===== config.mk =====
export PLATFORM = sky130hd
export DESIGN_NAME = cache_arbiter
export DESIGN_NICKNAME = d
export VERILOG_FILES = /design/src/rtl/cache_arbiter.sv
export SDC_FILE = /design/constraint.sdc
export NUM_CORES = 1
export LEC_CHECK = 0
export CORE_AREA = 3 3 641 643
export CTS_CLUSTER_SIZE = 28
export DETAILED_ROUTE_END_ITERATION = 8
export DIE_AREA = 0 0 644 646
export DONT_BUFFER_PORTS = 1
export HOLD_SLACK_MARGIN = 0.12
export PLACE_DENSITY = 0.3
export SYNTH_ARGS = -nofsm -noshare
export SYNTH_HDL_FRONTEND = slang
export SYNTH_SLANG_ARGS = --single-unit

===== constraint.sdc =====
create_clock -name clk -period 1.8 [get_ports clk]
set_input_delay 0.36 -clock clk [delete_from_list [all_inputs] [get_ports clk]]
set_output_delay 0.36 -clock clk [all_outputs]
set_load 0.01 [all_outputs]

===== src/rtl/cache_arbiter.sv =====
`default_nettype none
// +----------------------------------------------------------------------------+
// | Module      : cache_arbiter                                                |
// | Description : Shares one physical-memory line port between the I-cache and |
// |               the D-cache. One grant at a time; the winner's request is    |
// |               latched and held stable until pmem_resp.                     |
// |               Optional macro CACHE_ARB_RR_EN: round-robin tie-break        |
// |               (default build: D-cache wins every tie).                     |
// | Revision    : 1.0 - initial release                                        |
// +----------------------------------------------------------------------------+
module cache_arbiter #(
  parameter int s_line = 256,
  parameter int s_addr = 32
) (
  input  logic              clk,
  input  logic              reset,
  // I-cache side
  input  logic              i_pmem_read,
  input  logic              i_pmem_write,
  input  logic [s_addr-1:0] i_pmem_address,
  input  logic [s_line-1:0] i_pmem_wdata,
  output logic              i_pmem_resp,
  output logic [s_line-1:0] i_pmem_rdata,
  // D-cache side
  input  logic              d_pmem_read,
  input  logic              d_pmem_write,
  input  logic [s_addr-1:0] d_pmem_address,
  input  logic [s_line-1:0] d_pmem_wdata,
  output logic              d_pmem_resp,
  output logic [s_line-1:0] d_pmem_rdata,
  // Physical memory side
  output logic              pmem_read,
  output logic              pmem_write,
  output logic [s_addr-1:0] pmem_address,
  output logic [s_line-1:0] pmem_wdata,
  input  logic              pmem_resp,
  input  logic [s_line-1:0] pmem_rdata
);

  typedef enum logic [1:0] {
    IDLE    = 2'd0,
    SERVE_I = 2'd1,
    SERVE_D = 2'd2
  } state_t;

  state_t            state_q, state_d;
  logic [s_addr-1:0] addr_q, addr_d;
  logic [s_line-1:0] wdata_q, wdata_d;
  logic              rd_q, rd_d;
  logic              wr_q, wr_d;
  logic              i_req_w, d_req_w, grant_d_w;

`ifdef CACHE_ARB_RR_EN
  // 1 = D-cache was granted last, 0 = I-cache (reset value).
  logic              last_grant_q, last_grant_d;
`endif

  assign i_req_w = i_pmem_read | i_pmem_write;
  assign d_req_w = d_pmem_read | d_pmem_write;

  // Arbitration decision: does the D-cache win the grant this cycle.
  always_comb begin
`ifdef CACHE_ARB_RR_EN
    // On a tie the port that was not granted last wins.
    grant_d_w = d_req_w & (~i_req_w | ~last_grant_q);
`else
    grant_d_w = d_req_w;
`endif
  end

  // Next-state logic: grant from IDLE, capture the winner, release on resp.
  always_comb begin
    state_d = state_q;
    addr_d  = addr_q;
    wdata_d = wdata_q;
    rd_d    = rd_q;
    wr_d    = wr_q;
`ifdef CACHE_ARB_RR_EN
    last_grant_d = last_grant_q;
`endif
    case (state_q)
      IDLE: begin
        if (grant_d_w) begin
          state_d = SERVE_D;
          addr_d  = d_pmem_address;
          wdata_d = d_pmem_wdata;
          wr_d    = d_pmem_write;
          rd_d    = d_pmem_read & ~d_pmem_write;  // write dominates
`ifdef CACHE_ARB_RR_EN
          last_grant_d = 1'b1;
`endif
        end else if (i_req_w) begin
          state_d = SERVE_I;
          addr_d  = i_pmem_address;
          wdata_d = i_pmem_wdata;
          wr_d    = i_pmem_write;
          rd_d    = i_pmem_read & ~i_pmem_write;
`ifdef CACHE_ARB_RR_EN
          last_grant_d = 1'b0;
`endif
        end
      end
      SERVE_I, SERVE_D: begin
        if (pmem_resp) state_d = IDLE;
      end
      default: state_d = IDLE;
    endcase
  end

  // State and request-latch registers.
  always_ff @(posedge clk) begin
    if (reset) begin
      state_q <= IDLE;
      addr_q  <= '0;
      wdata_q <= '0;
      rd_q    <= 1'b0;
      wr_q    <= 1'b0;
`ifdef CACHE_ARB_RR_EN
      last_grant_q <= 1'b0;
`endif
    end else begin
      state_q <= state_d;
      addr_q  <= addr_d;
      wdata_q <= wdata_d;
      rd_q    <= rd_d;
      wr_q    <= wr_d;
`ifdef CACHE_ARB_RR_EN
      last_grant_q <= last_grant_d;
`endif
    end
  end

  // Memory-facing outputs come only from the latch and the state register.
  assign pmem_read    = (state_q != IDLE) & rd_q;
  assign pmem_write   = (state_q != IDLE) & wr_q;
  assign pmem_address = addr_q;
  assign pmem_wdata   = wdata_q;

  // Response routed only to the port being served; read data broadcast.
  assign i_pmem_resp  = (state_q == SERVE_I) & pmem_resp;
  assign d_pmem_resp  = (state_q == SERVE_D) & pmem_resp;
  assign i_pmem_rdata = pmem_rdata;
  assign d_pmem_rdata = pmem_rdata;

endmodule
`default_nettype wire


After elaboration in Yosys (flattened, before gate mapping). Index checks and enable logic that the tools add are counted. W data, S select, Z words.

Register bits: 292. Bits of input ports: 839. Output and inout bits: 804. Word-level logic and storage cells: 37.

Equal/unequal tests: 4. Mux-type cells: 12. Bitwise gates (word level): 10. Reductions and logical operators: 6.

Operators with widths (count): $mux W256 (2); $mux W32 (2); $and A1 B1 Y1 (6); $mux W2 (3); $mux W1 (4); $pmux W2 S2 (1); $reduce_and A2 Y1 (2); $reduce_bool A2 Y1 (2); $ne A3 B3 Y1 const B (1); $eq A2 B1 Y1 const B (1); $eq A2 B2 Y1 const B (1); $logic_not A2 Y1 (1); $ne A2 B2 Y1 const B (1); $not A1 Y1 (2); $or A1 B1 Y1 (2); $reduce_or A2 Y1 (1).

Depth between registers and ports, before layout.
Depth in word-level cells: 4. Depth in mapped cells: 9. Gate-level depth less buffers: 5.

Least setup slack after synthesis. No wires, ideal clock.

Path kind: input to register. From: input port d_pmem_read. To: register wdata_q[111] (netlist: pmem_wdata[111]). Library setup time: 0.118 ns. Arrival: 1.478 ns. Required time: 1.682 ns. Slack: 0.204 ns. Cell stages on the path: 6. Buffers on the path: 3. Cell sequence: o41a_2 -> nand2b_1 -> buf_4 -> buf_6 -> buf_2 -> o2bb2ai_1.

Cells in the longest elaborated chain, start to end: 3.

Ends and longest elaborated chain: from (decl) (line 25) `input logic d_pmem_read,`; $or A1 B1 Y1 * (line 59) `assign d_req_w = d_pmem_read | d_pmem_write;`; $reduce_bool A2 Y1 (no line); $reduce_and A2 Y1 (no line); to (signal assigned) (line 124) `wdata_q <= wdata_d;`; to (decl) (line 48) `logic [s_line-1:0] wdata_q, wdata_d;`.

Every way passes the cells marked *; elsewhere a longest branch is shown, timed or not. A chain may end at the register's enable or synchronous reset.

Worst setup path in the final report.
From: register state_q[0]. To: register wdata_q[130] (netlist: pmem_wdata[130]).

Cells in the longest elaborated chain, start to end: 2.

Ends and longest elaborated chain: from (decl) (line 46) `state_t state_q, state_d;`; from (signal assigned) (line 122) `state_q <= state_d;`; $logic_not A2 Y1 (line 81) `case (state_q)`; $reduce_and A2 Y1 (no line).

No other way between the ends.

==> results_dict.tcl <==
set metrics [dict create \
    status "finished with violations" \
    violations "negative setup slack" \
    layout_setup_ws_ns -0.121 \
    r2r_start "state_q[0]" \
    grt_overflow 0 \
    die_area_um2 416000 \
    register_area_um2 5900 \
    grt_max_degree 117 \
    syn_nets 2350 \
    synthTopCellsByArea "dfxtp_1, buf_4, mux2i_1" \
    core_area_um2 406000 \
    crit_path_frequent_cell "buf_4" \
    wl_mm 213 \
    synth_top_area_share_pct 36.7 \
    netlist_area_um2 15900 \
    startpoint_type "flop" \
    clkTransAtPathRegs_ns 0.06 \
    routedWlPerCell_um 29.5 \
    fill_cells 47300 \
    clock_path_buffers 3 \
    rsz0062_at_grt "true" \
    clock_skew_ns 0.0266 \
    ys_seq_area_share_pct 36.7 \
    slowest_delay_ns 0.35 \
    setup_viol 202 \
    drt_first_pass_iters 5 \
    grt_pass1_wl_mm 238 \
    cts.sink_count 292 \
    place_ws_ns -0.539 \
    yosys_warnings 0 \
    leakage_nw 9.28 \
    dieHeight_um 646 \
    hold_class "primary input to flop" \
    first_iter_violations 669 \
    io_buffers 0 \
    critical_path.slowest_cell "dfxtp_2" \
    drc_errors 0 \
    htreeDepth 2 \
    path_cells "inv_4 > ha_4 > buf_4 > buf_4 > o41a_4 > nor2_8 > buf_12 > buf_16 > clkbuf_16 > o2bb2ai_2" \
    fmax_ghz 0.521 \
    nets 2600 \
    vias 13500 \
    die_x_um 644 \
    via_per_inst 1.87 \
    drive_gt1_share_pct 33.0 \
    start_util_pct 3.93 \
    critical-path-top-delay-family "buffers and inverters" \
    dp_hpwl_mm 185 \
    fin_crit_sh_pct 107 \
    antenna_found_initial 23 \
    rows 234 \
    clk-insertion-delay-late_ns 0.62 \
    area_growth_pct 88.3 \
    final_max_slew_viol_count 0 \
    cp.arrival_ns 2.46 \
    grt.total_usage_pct 9.48 \
    crit_path_start "state_q[0]" \
    cp-end-kind "flop" \
    root_buffer "clkbuf_16" \
    power_per_cell_area_nw_per_um2 869 \
    multi_input_area_um2 7090 \
    yosysTopAreaCell "dfxtp_1" \
    synth_seq_cells 292 \
    gp_congestion 0.843 \
    finalCriticalPeriod_ns 1.92 \
    hold_ws_ns 0.174 \
    maxCapViolCount 0 \
    first_global_vias 13900 \
    path_class "flop to flop" \
    avgSynthCellArea_um2 10.6 \
    crit_buf_inv 6 \
    tritoncts "built" \
    hold_viol_final 0 \
    min_from "d_pmem_wdata[176]" \
    ant_nets 0 \
    crit_fanout 8 \
    critPathRequiredTime_ns 2.34 \
    cts_made_buffers 40 \
    vdd_drop_max_mv 0.562 \
    slew_headroom_pct 43.2 \
    ioPinCount 1643 \
    synthDistinctLibCells 23 \
    tightest_slew_ns 0.852 \
    fin_tns_setup_ns -11.67 \
    syn_inst 1508 \
]
cells in the mapped netlist:
library cell    n
a21oi_1         2
nor3b_1         1
a311oi_1        1
clkbuf_1        1
o2bb2ai_1     288
inv_1           6
nor2b_1         2
dfxtp_1       292
nor2_1          3
buf_6           4
a221oi_1        1
a21o_1          1
and2_1          2
nor2_8          1
buf_2          45
nand3b_1        1
a211oi_1        1
o41a_2          1
nand2b_1        2
mux2i_1       288
buf_4         558
o21ai_0         4
ha_1            3
worst paths after layout:
kind,endpoint,slack [ns],depth (start not counted)
setup / recovery,pmem_wdata[130],-0.12,10
hold / removal,pmem_wdata[176],0.17,3
setup reg to reg,pmem_wdata[130],-0.12,10
hold reg to reg,pmem_wdata[1],0.47,1
logic make-up (layout without fill, tap and decap cells):
| kind of cell | Yosys count | in the layout | share of synthesized area [%] |
|---|---|---|---|
| DFF | 292 | 292 | 36.7 |
| muxes | 288 | 288 | 18.1 |
| adders and majority gates | 3 | 3 | 0.236 |
| buffers and inverters | 614 | 894 | 28.2 |
| and+or+nand+nor | 12 | 12 | 0.526 |
| AOI/OAI and AO/OA | 299 | 299 | 16.3 |
| other | 0 | 8 | 0 |
layer usage:
layer | part of all wire [%] | global-route usage [%] | vias up
met5 | 0.12 | 0.297 | -
met4 | 5.1 | 4.46 | 16
met2 | 48 | 15.9 | 1251
li1 | - | - | 5437
met3 | 22 | 9.22 | 281
met1 | 25 | 7.10 | 6508
tightest hold or removal path: stages:
cell	delay (ns)
mux2i_1	0.07
buf_4	0.17
o2bb2ai_2	0.13
cell type report:
type,instances,share of cell area [%]
Clock inverter,19,0.934
Sequential cell,292,19.7
Antenna cell,8,0.0667
Tap cell,5428,22.6
Timing Repair Buffer,816,29.2
Multi-Input combinational cell,602,23.6
Clock buffer,53,3.77
Inverter,6,0.0834
where the power goes:
part           total, mW  internal [mW]  switching, mW  leakage, nW
combinational       7.50           3.40           4.11         6.16
clock               8.80           5.31           3.49        0.693
sequential          9.76           7.47           2.30         2.43
flip-flops by register name (all words and copies together), names as in the netlist:
register / cells
wr_q: 1
pmem_wdata: 256
state_q: 2
rd_q: 1
pmem_address: 32
placed cells by master (no fill, tap or decap), types with 2 or more instances in the layout:
cell type / Yosys / routed
o21ai_0: 4 / 4
clkbuf_8: 0 / 6
diode_2: 0 / 8
inv_6: 0 / 4
ha_2: 0 / 2
a21oi_1: 2 / 2
clkbuf_1: 1 / 6
buf_8: 0 / 11
clkinv_2: 0 / 4
o2bb2ai_2: 0 / 202
bufinv_16: 0 / 6
nor2_4: 0 / 2
dfxtp_1: 292 / 247
o2bb2ai_4: 0 / 7
buf_6: 4 / 11
inv_1: 6 / 4
o2bb2ai_1: 288 / 79
buf_12: 0 / 27
buf_16: 0 / 17
clkbuf_16: 0 / 65
dlygate4sd3_1: 0 / 567
mux2i_2: 0 / 6
buf_4: 558 / 159
mux2i_1: 288 / 282
and2_4: 0 / 2
dfxtp_2: 0 / 45
clkinv_4: 0 / 3
timing repair:
action	CTS	global route
endpoints found under the setup margin	56	188
hold buffers	567	2
buffers inserted	10	8
gates cloned	5	29
endpoints found under the hold margin	283	2
pin swaps	4	4
gates resized for setup	80	261
stage by stage:
stage                     area (µm²)  util [%]  power, mW  std cells
after floorplan                15900         -       11.4       1508
after global placement         20200      4.97       15.0       6528
after detailed placement       20200      4.97       15.0       6528
after CTS                      27700      6.83       25.7       7182
after global routing           30000      7.39       27.6       7221
final                          30000      7.39       26.1       7224
(Power assumes the default switching activity.)
